$ cat src/rtl/i2c_line_sampler.sv
// i2c_line_sampler: synchronises and glitch-filters SCL/SDA, detects edges/START/STOP
// and shifts in bytes plus the ACK bit for the slave protocol FSM.
module i2c_line_sampler #(
  parameter int DIV_SAMPLE = 100,
  parameter int FILT_LEN   = 3
) (
  input  logic       clk_i,
  input  logic       rstn,
  input  logic       clk_en,
  input  logic       scl_i,
  input  logic       sda_i,
  output logic       scl_f,
  output logic       sda_f,
  output logic       scl_rise,
  output logic       scl_fall,
  output logic       start_det,
  output logic       stop_det,
  output logic       bus_busy,
  output logic [3:0] bit_cnt,
  output logic [7:0] rx_byte,
  output logic       rx_valid,
  output logic       rx_ack
);
  localparam int CW = DIV_SAMPLE > 1 ? $clog2(DIV_SAMPLE) : 1;
  localparam logic [CW-1:0] DIV_LAST = CW'(DIV_SAMPLE - 1);
  localparam logic [3:0] FL = 4'(FILT_LEN);
  typedef enum logic [1:0] {IDLE, RECV, ACK} state_t;
  logic [1:0] s1, s2, filt, prev;
  logic [1:0][3:0] agree;
  logic [CW-1:0] cnt;
  logic tick;
  state_t state, state_n;
  logic [3:0] cnt_n;
  logic [6:0] sh, sh_n;
  logic [7:0] byte_n;
  logic valid_n, ack_n, busy_n;
  assign tick = clk_en && (cnt == DIV_LAST);
  assign scl_f = filt[0];
  assign sda_f = filt[1];
  // index 0 is SCL, index 1 is SDA
  always_ff @(posedge clk_i or negedge rstn)
    if (!rstn) begin
      s1 <= '1;
      s2 <= '1;
      filt <= '1;
      prev <= '1;
      agree <= '0;
      cnt <= '0;
    end else begin
      s1 <= {sda_i, scl_i};
      s2 <= s1;
      prev <= filt;
      cnt <= (!clk_en || tick) ? '0 : cnt + 1'b1;
      for (int i = 0; i < 2; i++)
        if (!clk_en) agree[i] <= '0;
        else if (tick) begin
          if (s2[i] == filt[i]) agree[i] <= '0;
          else if (agree[i] + 4'd1 == FL) begin
            filt[i] <= ~filt[i];
            agree[i] <= '0;
          end else agree[i] <= agree[i] + 4'd1;
        end
    end
  // START/STOP need SCL high on both sides of the SDA change
  always_ff @(posedge clk_i or negedge rstn)
    if (!rstn) begin
      scl_rise <= 1'b0;
      scl_fall <= 1'b0;
      start_det <= 1'b0;
      stop_det <= 1'b0;
    end else begin
      scl_rise <= filt[0] & ~prev[0];
      scl_fall <= ~filt[0] & prev[0];
      start_det <= prev[0] & filt[0] & prev[1] & ~filt[1];
      stop_det <= prev[0] & filt[0] & ~prev[1] & filt[1];
    end
  always_comb begin
    state_n = state;
    cnt_n = bit_cnt;
    sh_n = sh;
    byte_n = rx_byte;
    valid_n = 1'b0;
    ack_n = rx_ack;
    busy_n = stop_det ? 1'b0 : start_det ? 1'b1 : bus_busy;
    if (stop_det) begin
      state_n = IDLE;
      cnt_n = '0;
    end else if (start_det) begin
      state_n = RECV;
      cnt_n = '0;
    end else if (scl_rise && state == RECV) begin
      sh_n = {sh[5:0], sda_f};
      cnt_n = bit_cnt + 4'd1;
      if (bit_cnt == 4'd7) begin
        byte_n = {sh, sda_f};
        valid_n = 1'b1;
        state_n = ACK;
      end
    end else if (scl_rise && state == ACK) begin
      ack_n = sda_f;
      cnt_n = '0;
      state_n = RECV;
    end
  end
  always_ff @(posedge clk_i or negedge rstn)
    if (!rstn) begin
      state <= IDLE;
      bit_cnt <= '0;
      sh <= '0;
      rx_byte <= '0;
      rx_valid <= 1'b0;
      rx_ack <= 1'b1;
      bus_busy <= 1'b0;
    end else begin
      state <= state_n;
      bit_cnt <= cnt_n;
      sh <= sh_n;
      rx_byte <= byte_n;
      rx_valid <= valid_n;
      rx_ack <= ack_n;
      bus_busy <= busy_n;
    end
endmodule

$ cat config.mk
export PLATFORM = sky130hd
export DESIGN_NAME = i2c_line_sampler
export DESIGN_NICKNAME = d
export VERILOG_FILES = /design/src/rtl/i2c_line_sampler.sv
export SDC_FILE = /design/constraint.sdc
export NUM_CORES = 1
export LEC_CHECK = 0
export BUFFER_PORTS_ARGS = -buffer_cell sky130_fd_sc_hd__buf_2
export CORE_MARGIN = 3
export CORE_UTILIZATION = 30
export DETAILED_ROUTE_END_ITERATION = 8
export HOLD_SLACK_MARGIN = 0.08
export PLACE_DENSITY_LB_ADDON = 0.1
export RECOVER_POWER = 25
export SLEW_MARGIN = 15
export SYNTH_ARGS = -nofsm -noshare
export SYNTH_HDL_FRONTEND = slang
export SYNTH_SLANG_ARGS = --single-unit
$ cat constraint.sdc
create_clock -name clk_i -period 4.76 [get_ports clk_i]
set_input_delay 0.952 -clock clk_i [delete_from_list [all_inputs] [get_ports clk_i]]
set_output_delay 0.952 -clock clk_i [all_outputs]
set_load 0.01 [all_outputs]
==> reports/results.md, run 1 <==
| Result | Reported | Unit |
|:---|:---|:---|
| Outcome | complete, no violations | - |
| Register-to-register path setup slack | 2.70 | ns |
| Overall power of the completed layout | 710 | µW |
| Warnings, synthesis | 0 | - |
| P_leak | 1.22 | nW |
| CP endpoint kind | output port | - |
| Worst Clk Skew | 0.00640 | ns |
| Type of the worst setup path | flop to output port | - |
| Mapped Avg Cell Area | 11.7 | µm² |
| Actual slew at the worst max-slew pin | 0.718 | ns |
| Area share of fa/ha/maj cells after synthesis | 3.24 | % |
| Detailed-route DRC error count | 0 | - |
| Global-route usage over all layers | 11.2 | % |
| Achievable clock frequency | 0.467 | GHz |
| Master cell of the clock root buffer | sky130_fd_sc_hd__clkbuf_8 | - |
| Post-detailed-route via-to-cell ratio | 4.76 | - |
| Detailed-route wire length per cell | 13.3 | µm |
| Initial standard-cell utilization of the core | 31.4 | % |
| Row cnt | 31 | - |
| Total detailed-routing wirelength | 4330 | µm |
| Number of placed instances, taps included | 317 | - |
| Buffers plus inverters on the worst setup path | 1 | - |
| Initial DRC count | 33 | - |
| Total Negative Setup Slacks | 0 | ns |
| Layout cell share with drive strength beyond 1 | 28.3 | % |
| Slew HR | 51.7 | % |
| Cell types with the largest area share after synthesis | sky130_fd_sc_hd__dfrtp_1 45%, sky130_fd_sc_hd__dfstp_2 10%, sky130_fd_sc_hd__mux2_2 9.2%, sky130_fd_sc_hd__ha_1 3.2%, sky130_fd_sc_hd__nand2_1 2.9% | - |
| Vertical extent of the die | 93.9 | µm |
| Unique masters post-synth | 48 | - |
| Half-perimeter wire length of the detailed placement result | 2900 | µm |
| Worst setup SP type | flop | - |
| Hold Violations, Final | 0 | - |
| Max Cap Violations | 0 | - |
| Wire length of the first global-routing pass | 7800 | µm |
| Via count of the first global-routing pass | 1627 | - |
| Number of port buffers | 25 | - |
| Final estimated routing congestion in global placement | 0.707 | - |
| Fraction of synthesized area in multiplexers | 9.23 | % |
| Maximum vdd ir drop | 0.124 | mV |
| Cell count after synthesis | 198 | - |
| Number of synthesized register bits | 51 | - |
| Share of the synthesized netlist area taken by xor and xnor gates | 2.65 | % |
| FFs w/ async S/R, synth | 100 | % |
| Clock transition at path regs | 0.09 | ns |
| Skew-Pair Late Insertion Delay | 0.30 | ns |
| Areal power density over the cells | 270 | nW/µm² |
| Number of nets in the synthesized netlist | 209 | - |
| Largest stage delay, worst path | 0.69 | ns |
| Synthesized area | 2320 | µm² |
| Fin crit period | 2.14 | ns |
| Hold/Removal Path Class | flop to flop | - |
| CP max FO | 9 | - |
| Number of non-filler instances in the completed layout | 325 | - |
| Top flip-flop cell by instance count after synthesis | sky130_fd_sc_hd__dfrtp_1 | - |
| Post-synthesis share of cell area spent on and, or, nand and nor gates | 19.1 | % |
| Area of the core | 7370 | µm² |
| Worst-case setup slack after placement | 2.74 | ns |
| Resized cells post-CTS | 0 | - |
| Die ar. | 8810 | µm² |
| Width of the die | 93.9 | µm |
| Cell type with the highest aggregate area in the netlist | sky130_fd_sc_hd__dfrtp_1 | - |
| Top-area cell type share of the netlist area | 45.4 | % |
| Number of enable flip-flop cells after synthesis | 0 | - |
| Period utilization | 45.0 | % |
| Cell family with most CP delay | flip-flops | - |
| Total via count in the routed design | 1547 | - |
| Antenna violations before repair | 0 | - |
| Count of endpoints failing setup in the final report | 0 | - |
| Antenna diode instance count | 0 | - |
| Required arrival time at the worst endpoint | 3.81 | ns |
| CTS tree | built | - |
| Top Ports | 26 | - |
| CTS Buf Count | 5 | - |
| Final Worst Setup Slack | 2.62 | ns |
| Number of hold-repair buffers added at the cts stage | 0 | - |
| CTS sink cnt | 51 | - |
| P&R area growth vs syn | 13.3 | % |
| Data arrival time at the worst-slack endpoint | 1.19 | ns |
| Htree depth | 2 | - |
| Dominant combinational cell family by area after synthesis | simple AND/OR/NAND/NOR gates | - |
| Largest net degree at the start of global routing | 52 | - |
| Router iterations before antenna repair | 4 | - |
| Antenna viol nets, final | 0 | - |
| Worst-path cell chain | buf_2 | - |
| Final Slew Violations | 0 | - |
| Total global routing overflow | 0 | - |
| Unrepaired setup endpoints after global routing | no | - |
| Sequential share of the synthesized area | 55.6 | % |
| Area fraction in compound gates after synthesis | 8.21 | % |
| Number of buffers on the longest clock path | 2 | - |
| Net total in the final layout | 236 | - |
| Slowest cell on crit path | sky130_fd_sc_hd__dfstp_1 | - |
| Number of post-CTS setup repair buffers | 0 | - |
-- cells in the final DEF, fill, tap and decap left out, drive strengths merged, types with 2 or more instances in the layout --
cell type	netlist	layout
a21boi	2	2
a21oi	8	8
and2	3	3
and3b	2	2
buf	2	25
clkbuf	4	7
dfrtp	42	42
dfstp	9	9
ha	6	6
inv	4	4
mux2	19	19
nand2	19	19
nand2b	2	2
nand3	9	9
nand3b	2	2
nand4	2	2
nand4b	2	2
nor2	13	13
nor2b	6	6
nor3	4	4
nor3b	2	2
nor4	3	3
o21ai	5	5
o22ai	2	2
or3	2	2
or4	2	2
or4b	2	2
xnor2	4	4
xor2	3	3
-- cells by family after synthesis --
group                    count (synthesis)
AND/OR/NAND/NOR                         77
multiplexers                            19
AO/OA/AOI/OAI                           28
flip-flops                              51
buffers and inverters                   10
adder cells (fa/ha/maj)                  6
XOR/XNOR                                 7
-- sequential cells by signal (all words and copies together) (netlist names), 2 cells and up --
register / flops
agree: 8
rx_byte: 8
cnt: 7
sh: 7
bit_cnt: 4
filt: 2
prev: 2
s1: 2
s2: 2
state: 2
-- cells in the mapped netlist, types with 2 or more instances --
library cell,instances
sky130_fd_sc_hd__inv_1,4
sky130_fd_sc_hd__o21ai_0,5
sky130_fd_sc_hd__or4b_1,2
sky130_fd_sc_hd__dfstp_2,9
sky130_fd_sc_hd__and2_1,3
sky130_fd_sc_hd__nand3b_1,2
sky130_fd_sc_hd__nand2_1,18
sky130_fd_sc_hd__or3_1,2
sky130_fd_sc_hd__nor4_1,2
sky130_fd_sc_hd__xnor2_1,4
sky130_fd_sc_hd__clkbuf_1,4
sky130_fd_sc_hd__a21boi_0,2
sky130_fd_sc_hd__ha_1,6
sky130_fd_sc_hd__a21oi_1,8
sky130_fd_sc_hd__nor3b_1,2
sky130_fd_sc_hd__o22ai_1,2
sky130_fd_sc_hd__and3b_1,2
sky130_fd_sc_hd__nor3_1,4
sky130_fd_sc_hd__mux2_2,19
sky130_fd_sc_hd__nand4_1,2
sky130_fd_sc_hd__nor2_1,12
sky130_fd_sc_hd__nand2b_1,2
sky130_fd_sc_hd__xor2_1,3
sky130_fd_sc_hd__nand3_1,9
sky130_fd_sc_hd__nor2b_1,6
sky130_fd_sc_hd__dfrtp_1,42
-- stage by stage --
stage               utilization, %  hold WS, ns  instance area (µm²)
floorplan                        -        0.345                 2320
global placement              34.5        0.346                 2540
detailed placement            34.5        0.351                 2540
CTS                           35.7        0.367                 2630
global route                  35.6        0.368                 2630
finish                        35.6        0.364                 2630
-- where the power goes --
| group | leakage, nW | switching [mW] | internal [mW] |
|---|---|---|---|
| clock | 0.0412 | 0.145 | 0.103 |
| combinational | 0.503 | 0.0150 | 0.00489 |
| sequential | 0.679 | 0.00307 | 0.438 |
-- worst register-to-register path, cell delays in order (launching register included) --
cell                      delay (ns)
sky130_fd_sc_hd__dfrtp_1        0.39
sky130_fd_sc_hd__ha_1           0.23
sky130_fd_sc_hd__nand2_2        0.09
sky130_fd_sc_hd__or4_4          0.58
sky130_fd_sc_hd__or4b_1         0.54
sky130_fd_sc_hd__a21oi_1        0.16
-- per-layer routing --
metal	track usage, %	routed length [µm]	vias up
li1	-	-	767
met1	15.2	2180	748
met2	17.3	1900	26
met3	3.04	181	6
met4	4.09	74	0
met5	0	0	-
-- final cells by class --
cell class                 count  area, µm²
fill                         766       4740
tap                           99        124
multi-input combinational    137        983
clock buffer                   6       72.6
sequential                    51       1290
clock inverter                 2       12.5
timing repair buffer          26        131
inverter                       4       15.0
-- path summary, 6_finish.rpt --
path / end / start / cells past startpoint
setup / recovery: sda_f / filt[1] / 1
hold / removal: s2[0] / s1[0] / 0
setup reg to reg: agree[7] / cnt[0] / 5
hold reg to reg: s2[0] / s1[0] / 0
max in group asynchronous: bit_cnt[1] / rstn / 2
min in group asynchronous: agree[2] / rstn / 2
No activity file was read; power rests on OpenSTA's default activity.
==> run 2: changes to the inputs <==
clock period = 1.7 ns   (was 4.76 ns; I/O delays follow)
==> run 2 against run 1 <==
Compared with the run above:
- the flow now finishes with violations (negative setup slack)
- core utilization grew 3.8 points
- clock-buffer cell count is the same
- global-route usage is essentially flat
- sequential power grew to 2.8 times the previous value
- wire length grew 3.7%
- non-clock buffer count grew 29
- critical path depth grew 4
- flip-flop and latch count is the same
- sequential share of layout area shrank 4.8 points
- worst hold slack lost 0.24 ns
- highest routed layer unchanged
==> reports/results.md, run 2 (synthesis gave the netlist of run 1 again) <==
| Result | Reported | Unit | vs previous |
|:---|:---|:---|:---|
| Top Ports | 26 | - | unchanged |
| Number of placed instances, taps included | 341 | - | +7.6% |
| Areal power density over the cells | 692 | nW/µm² | +160% |
| CP endpoint kind | flop | - |  |
| Hold Violations, Final | 0 | - | unchanged |
| CP max FO | 7 | - | -2 |
| Max Cap Violations | 0 | - | unchanged |
| Antenna diode instance count | 0 | - | unchanged |
| Router iterations before antenna repair | 4 | - | unchanged |
| Register-to-register path setup slack | -0.06 | ns | -2.76 ns |
| Actual slew at the worst max-slew pin | 0.699 | ns | -0.0190 ns |
| Buffers plus inverters on the worst setup path | 0 | - | -1 |
| Area of the core | 7370 | µm² | unchanged |
| Most used cells in the layout excluding fill and tap cells | 42 x sky130_fd_sc_hd__dfrtp_1, 27 x sky130_fd_sc_hd__buf_4, 25 x sky130_fd_sc_hd__buf_2 | - |  |
| DP Area | 2740 | µm² | +7.9% |
| Row cnt | 31 | - | unchanged |
| Wire length of the first global-routing pass | 7840 | µm | +0.53% |
| CTS sink cnt | 51 | - | unchanged |
| Cells on Worst Hold Path | 1 | - | +1 |
| Net total in the final layout | 265 | - | +12% |
| Detailed-route DRC error count | 0 | - | unchanged |
| Final estimated routing congestion in global placement | 0.749 | - | +5.9% |
| Antenna violations before repair | 0 | - | unchanged |
| Total via count in the routed design | 1649 | - | +6.6% |
| Worst-path cell chain | ha_2 -> nand2_2 -> or4_4 -> or4b_1 -> a21oi_2 | - |  |
| Unrepaired setup endpoints after global routing | yes | - |  |
| Master cell of the clock root buffer | sky130_fd_sc_hd__clkbuf_8 | - |  |
| Cell family with most CP delay | simple AND/OR/NAND/NOR gates | - |  |
| Final Core Density | 39.5 | % | +3.8 points |
| P_leak | 1.37 | nW | +12% |
| Type of the worst setup path | flop to flop | - |  |
| Via count of the first global-routing pass | 1651 | - | +1.5% |
| Commonest non-fill, non-tap cell in the layout | sky130_fd_sc_hd__dfrtp_1 | - |  |
| Required arrival time at the worst endpoint | 1.93 | ns | -1.88 ns |
| Final hold slack | 0.127 | ns | -0.238 ns |
| Detailed-route wire length per cell | 12.7 | µm | -4.8% |
| Width of the die | 93.9 | µm | unchanged |
| Number of non-filler instances in the completed layout | 354 | - | +8.9% |
| CTS tree | built | - |  |
| Slowest cell on crit path | sky130_fd_sc_hd__or4b_1 | - |  |
| Die ar. | 8810 | µm² | unchanged |
| Fin crit period | 1.76 | ns |  |
| Largest net degree at the start of global routing | 52 | - | unchanged |
| Count of endpoints failing setup in the final report | 2 | - | +2 |
| Maximum vdd ir drop | 0.301 | mV | +140% |
| Outcome | finished with violations | - |  |
| P&R area growth vs syn | 25.5 | % |  |
| Largest stage delay, worst path | 0.50 | ns | -0.19 ns |
| Failing checks | negative setup slack | - |  |
| Post-Layout Inst Area | 2910 | µm² | +11% |
| Final Worst Setup Slack | -0.0631 | ns | -2.68 ns |
| Reg-to-reg startpoint | cnt[1] | - |  |
| Half-perimeter wire length of the detailed placement result | 3050 | µm | +5.3% |
| Total global routing overflow | 0 | - | unchanged |
| Post-detailed-route via-to-cell ratio | 4.66 | - | -2.1% |
| Period utilization | 104 | % |  |
| Critical path startpoint | cnt[1] | - |  |
| Data arrival time at the worst-slack endpoint | 2.00 | ns | +0.81 ns |
| Total detailed-routing wirelength | 4490 | µm | +3.7% |
| Initial standard-cell utilization of the core | 31.4 | % | unchanged |
| Initial DRC count | 35 | - | +6.1% |
| Slew HR | 53.4 | % | +1.7 points |
| Global-route usage over all layers | 11.3 | % | +0.030 points |
| Hold/Removal Path Class | input port to flop | - |  |
| Worst-case setup slack after placement | -0.0489 | ns | -2.79 ns |
| Vertical extent of the die | 93.9 | µm | unchanged |
| Critical hold path startpoint | sda_i | - |  |
| Final Slew Violations | 0 | - | unchanged |
| Htree depth | 2 | - | unchanged |
| Logic depth of the worst register-to-register path | 5 | - | unchanged |
| Registers with the most flip-flops | agree (8), rx_byte (8) | - |  |
| Achievable clock frequency | 0.567 | GHz |  |
| Number of port buffers | 25 | - | unchanged |
| Number of buffers on the longest clock path | 2 | - | unchanged |
| Antenna viol nets, final | 0 | - | unchanged |
| Layout cell share with drive strength beyond 1 | 40.4 | % | +12 points |
| Worst setup SP type | flop | - |  |
| Worst Clk Skew | 0.00535 | ns | -0.00105 ns |
| Skew-Pair Late Insertion Delay | 0.30 | ns | about the same |
| Number of fill cells in the layout | 758 | - | -1.0% |
| Count of cell instances traversed by the critical path | 5 | - | +4 |
| Clock transition at path regs | 0.09 | ns | about the same |
| CTS Buf Count | 5 | - | unchanged |
==> run 2: final timing paths <==
path,end
setup / recovery,agree[7]
hold / removal,s1[1]
setup reg to reg,agree[7]
hold reg to reg,s2[1]
max in group asynchronous,rx_byte[1]
min in group asynchronous,rx_byte[4]
==> run 2: what timing repair did <==
action                                 4_1_cts  5_1_grt
resized for setup                            1       10
setup buffers                                1        3
pin swaps                                    0        2
hold buffers                                 1        0
setup endpoints to repair                    3       15
endpoints found under the hold margin       42        0
==> run 2: cell type report <==
type / count / area, µm² / share of cell area (%)
Clock inverter: 2 / 12.5 / 0.430
Multi-Input combinational cell: 137 / 1050 / 36.0
Timing Repair Buffer: 55 / 349 / 12.0
Inverter: 4 / 15.0 / 0.516
Sequential cell: 51 / 1290 / 44.3
Clock buffer: 6 / 72.6 / 2.49
Tap cell: 99 / 124 / 4.26
==> run 2: per-layer routing <==
layer / GRT usage (%) / up-vias / wire (µm)
met5: 0 / - / 0
met4: 3.97 / 0 / 51
met3: 3.21 / 4 / 163
met2: 18.2 / 25 / 2160
met1: 14.4 / 800 / 2120
li1: - / 820 / -
==> run 2: power by group <==
group	switching, mW	internal [mW]	total, mW
Combinational	0.0496	0.0324	0.0820
Clock	0.408	0.289	0.697
Sequential	0.00558	1.23	1.23
==> run 2: through the flow <==
step | power (mW) | setup TNS (ns)
floorplan | 1.28 | -0.0644
global placement | 1.34 | -0.00593
detailed placement | 1.33 | -0.0719
CTS | 2.05 | -0.101
global route | 2.11 | -0.520
finish | 2.01 | -0.0956
==> run 3: changes to the inputs <==
RECOVER_POWER = default   (was 25)
==> run 3 against run 2 <==
Compared with the run above:
- the flow still finishes with violations (negative setup slack)
- register-to-register slack barely moved
- combinational power is 5.2% higher
- first-iteration DRC count did not move
- clock skew about the same
- fmax did not move
- setup slack hardly changed
- final area up 0.56%
==> reports/results.md, run 3 (synthesis gave the netlist of run 1 again) <==
| Result | Reported | Unit | vs previous |
|:---|:---|:---|:---|
| Outcome | finished with violations | - |  |
| Failing checks | negative setup slack | - |  |
| P_leak | 1.38 | nW | +0.66% |
| Unrepaired setup endpoints after global routing | yes | - |  |
| Net total in the final layout | 265 | - | unchanged |
| Antenna diode instance count | 0 | - | unchanged |
| Area of the core | 7370 | µm² | unchanged |
| Total via count in the routed design | 1649 | - | unchanged |
| Period utilization | 104 | % | about the same |
| Final hold slack | 0.127 | ns | -0.0000260 ns |
| Die ar. | 8810 | µm² | unchanged |
| Number of port buffers | 25 | - | unchanged |
| Largest net degree at the start of global routing | 52 | - | unchanged |
| Worst Clk Skew | 0.00533 | ns | -0.0000196 ns |
| Count of endpoints failing setup in the final report | 2 | - | unchanged |
| P&R area growth vs syn | 26.2 | % |  |
| Wire length of the first global-routing pass | 7840 | µm | unchanged |
| Initial DRC count | 35 | - | unchanged |
| Type of the worst setup path | flop to flop | - |  |
| Most used cells in the layout excluding fill and tap cells | 42 x sky130_fd_sc_hd__dfrtp_1, 28 x sky130_fd_sc_hd__buf_4, 25 x sky130_fd_sc_hd__buf_2 | - |  |
| Width of the die | 93.9 | µm | unchanged |
| Antenna viol nets, final | 0 | - | unchanged |
| Register-to-register path setup slack | -0.06 | ns | about the same |
| Master cell of the clock root buffer | sky130_fd_sc_hd__clkbuf_8 | - |  |
| CTS Buf Count | 5 | - | unchanged |
| Capture instance of the worst register-to-register path | agree[7] | - |  |
| CTS sink cnt | 51 | - | unchanged |
| Reg-to-reg startpoint | cnt[1] | - |  |
| Skew-Pair Late Insertion Delay | 0.30 | ns | about the same |
| Maximum vdd ir drop | 0.301 | mV | about the same |
| Total detailed-routing wirelength | 4500 | µm | about the same |
| Row cnt | 31 | - | unchanged |
| Initial standard-cell utilization of the core | 31.4 | % | unchanged |
| Number of buffers on the longest clock path | 2 | - | unchanged |
| Vertical extent of the die | 93.9 | µm | unchanged |
| Areal power density over the cells | 689 | nW/µm² | -0.35% |
| Critical hold path startpoint | sda_i | - |  |
| Via count of the first global-routing pass | 1651 | - | unchanged |
| Htree depth | 2 | - | unchanged |
| Final estimated routing congestion in global placement | 0.749 | - | unchanged |
| DP Area | 2740 | µm² | unchanged |
| Half-perimeter wire length of the detailed placement result | 3050 | µm | unchanged |
| Commonest non-fill, non-tap cell in the layout | sky130_fd_sc_hd__dfrtp_1 | - |  |
| Cells on Worst Hold Path | 1 | - | unchanged |
| Post-detailed-route via-to-cell ratio | 4.66 | - | unchanged |
| CP endpoint kind | flop | - |  |
| Worst setup SP type | flop | - |  |
| Hold/Removal Path Class | input port to flop | - |  |
| Fin crit period | 1.76 | ns | -0.000000200 ns |
| Top Ports | 26 | - | unchanged |
| Data arrival time at the worst-slack endpoint | 2.00 | ns | about the same |
| CP max FO | 7 | - | unchanged |
| Detailed-route DRC error count | 0 | - | unchanged |
| Logic depth of the worst register-to-register path | 5 | - | unchanged |
| Detailed-route wire length per cell | 12.7 | µm | about the same |
| Global-route usage over all layers | 11.3 | % | unchanged |
| Layout cell share with drive strength beyond 1 | 40.8 | % | +0.39 points |
| Router iterations before antenna repair | 4 | - | unchanged |
| Antenna violations before repair | 0 | - | unchanged |
| Registers with the most flip-flops | agree (8), rx_byte (8) | - |  |
| Required arrival time at the worst endpoint | 1.93 | ns | about the same |
| Endpoint of the worst hold-timing path | s1[1] | - |  |
| Hold Violations, Final | 0 | - | unchanged |
| Post-Layout Inst Area | 2930 | µm² | +0.56% |
| Clock transition at path regs | 0.09 | ns | about the same |
| Slew HR | 69.2 | % | +16 points |
| CTS tree | built | - |  |
| Total global routing overflow | 0 | - | unchanged |
| Achievable clock frequency | 0.567 | GHz | unchanged |
| Final Worst Setup Slack | -0.0631 | ns | +0.000000200 ns |
| Final Slew Violations | 0 | - | unchanged |
| Max Cap Violations | 0 | - | unchanged |
| Actual slew at the worst max-slew pin | 0.459 | ns | -0.240 ns |
run 3: repair_timing:
item | 4_1_cts | 5_1_grt
gates resized for setup | 1 | 10
buffers inserted | 1 | 3
hold endpoints to repair | 42 | 0
hold buffers | 1 | 0
setup endpoints to repair | 3 | 15
pin swaps | 0 | 2
run 3: metal layers:
metal | share of wire [%] | GRT usage, %
met5 | 0 | 0
met4 | 1.1 | 3.97
met3 | 3.6 | 3.21
met2 | 48 | 18.2
met1 | 47 | 14.4
run 3: cell type report:
type | count | area, µm²
Clock buffer | 6 | 72.6
Clock inverter | 2 | 12.5
Fill cell | 754 | 4440
Inverter | 4 | 15.0
Multi-Input combinational cell | 137 | 1050
Sequential cell | 51 | 1290
Tap cell | 99 | 124
Timing Repair Buffer | 55 | 365
run 3: metrics by stage:
step	TNS (ns)	util, %	std cells	total power [mW]	setup slack (ns)
finish	-0.0956	39.7	354	2.02	-0.0631
global route	-0.412	39.7	354	2.12	-0.159
CTS	-0.101	38.7	351	2.05	-0.0638
detailed placement	-0.0719	37.2	341	1.33	-0.0489
global placement	-0.00593	37.2	341	1.34	-0.00339
floorplan	-0.0644	-	198	1.28	-0.0324
run 3: where the power goes:
group	switching, mW	internal (mW)	total, mW
combinational	0.0503	0.0359	0.0863
sequential	0.00558	1.23	1.23
clock	0.408	0.289	0.697
total	0.464	1.55	2.02
run 3: how the worst max path moves through the flow:
| stage | to | start | depth (start not counted) |
|---|---|---|---|
| floorplan | agree[0] | cnt[0] | 6 |
| global placement | agree[2] | cnt[3] | 4 |
| detailed placement | agree[7] | cnt[1] | 5 |
| CTS | agree[7] | cnt[0] | 5 |
| global route | agree[7] | cnt[1] | 5 |
| finish | agree[7] | cnt[1] | 5 |
run 3: critical path, cell delays in order (launching register included):
cell and delay, ns:
sky130_fd_sc_hd__dfrtp_1 0.36, sky130_fd_sc_hd__ha_2 0.19, sky130_fd_sc_hd__nand2_2 0.05, sky130_fd_sc_hd__or4_4 0.46, sky130_fd_sc_hd__or4b_1 0.50, sky130_fd_sc_hd__a21oi_2 0.13
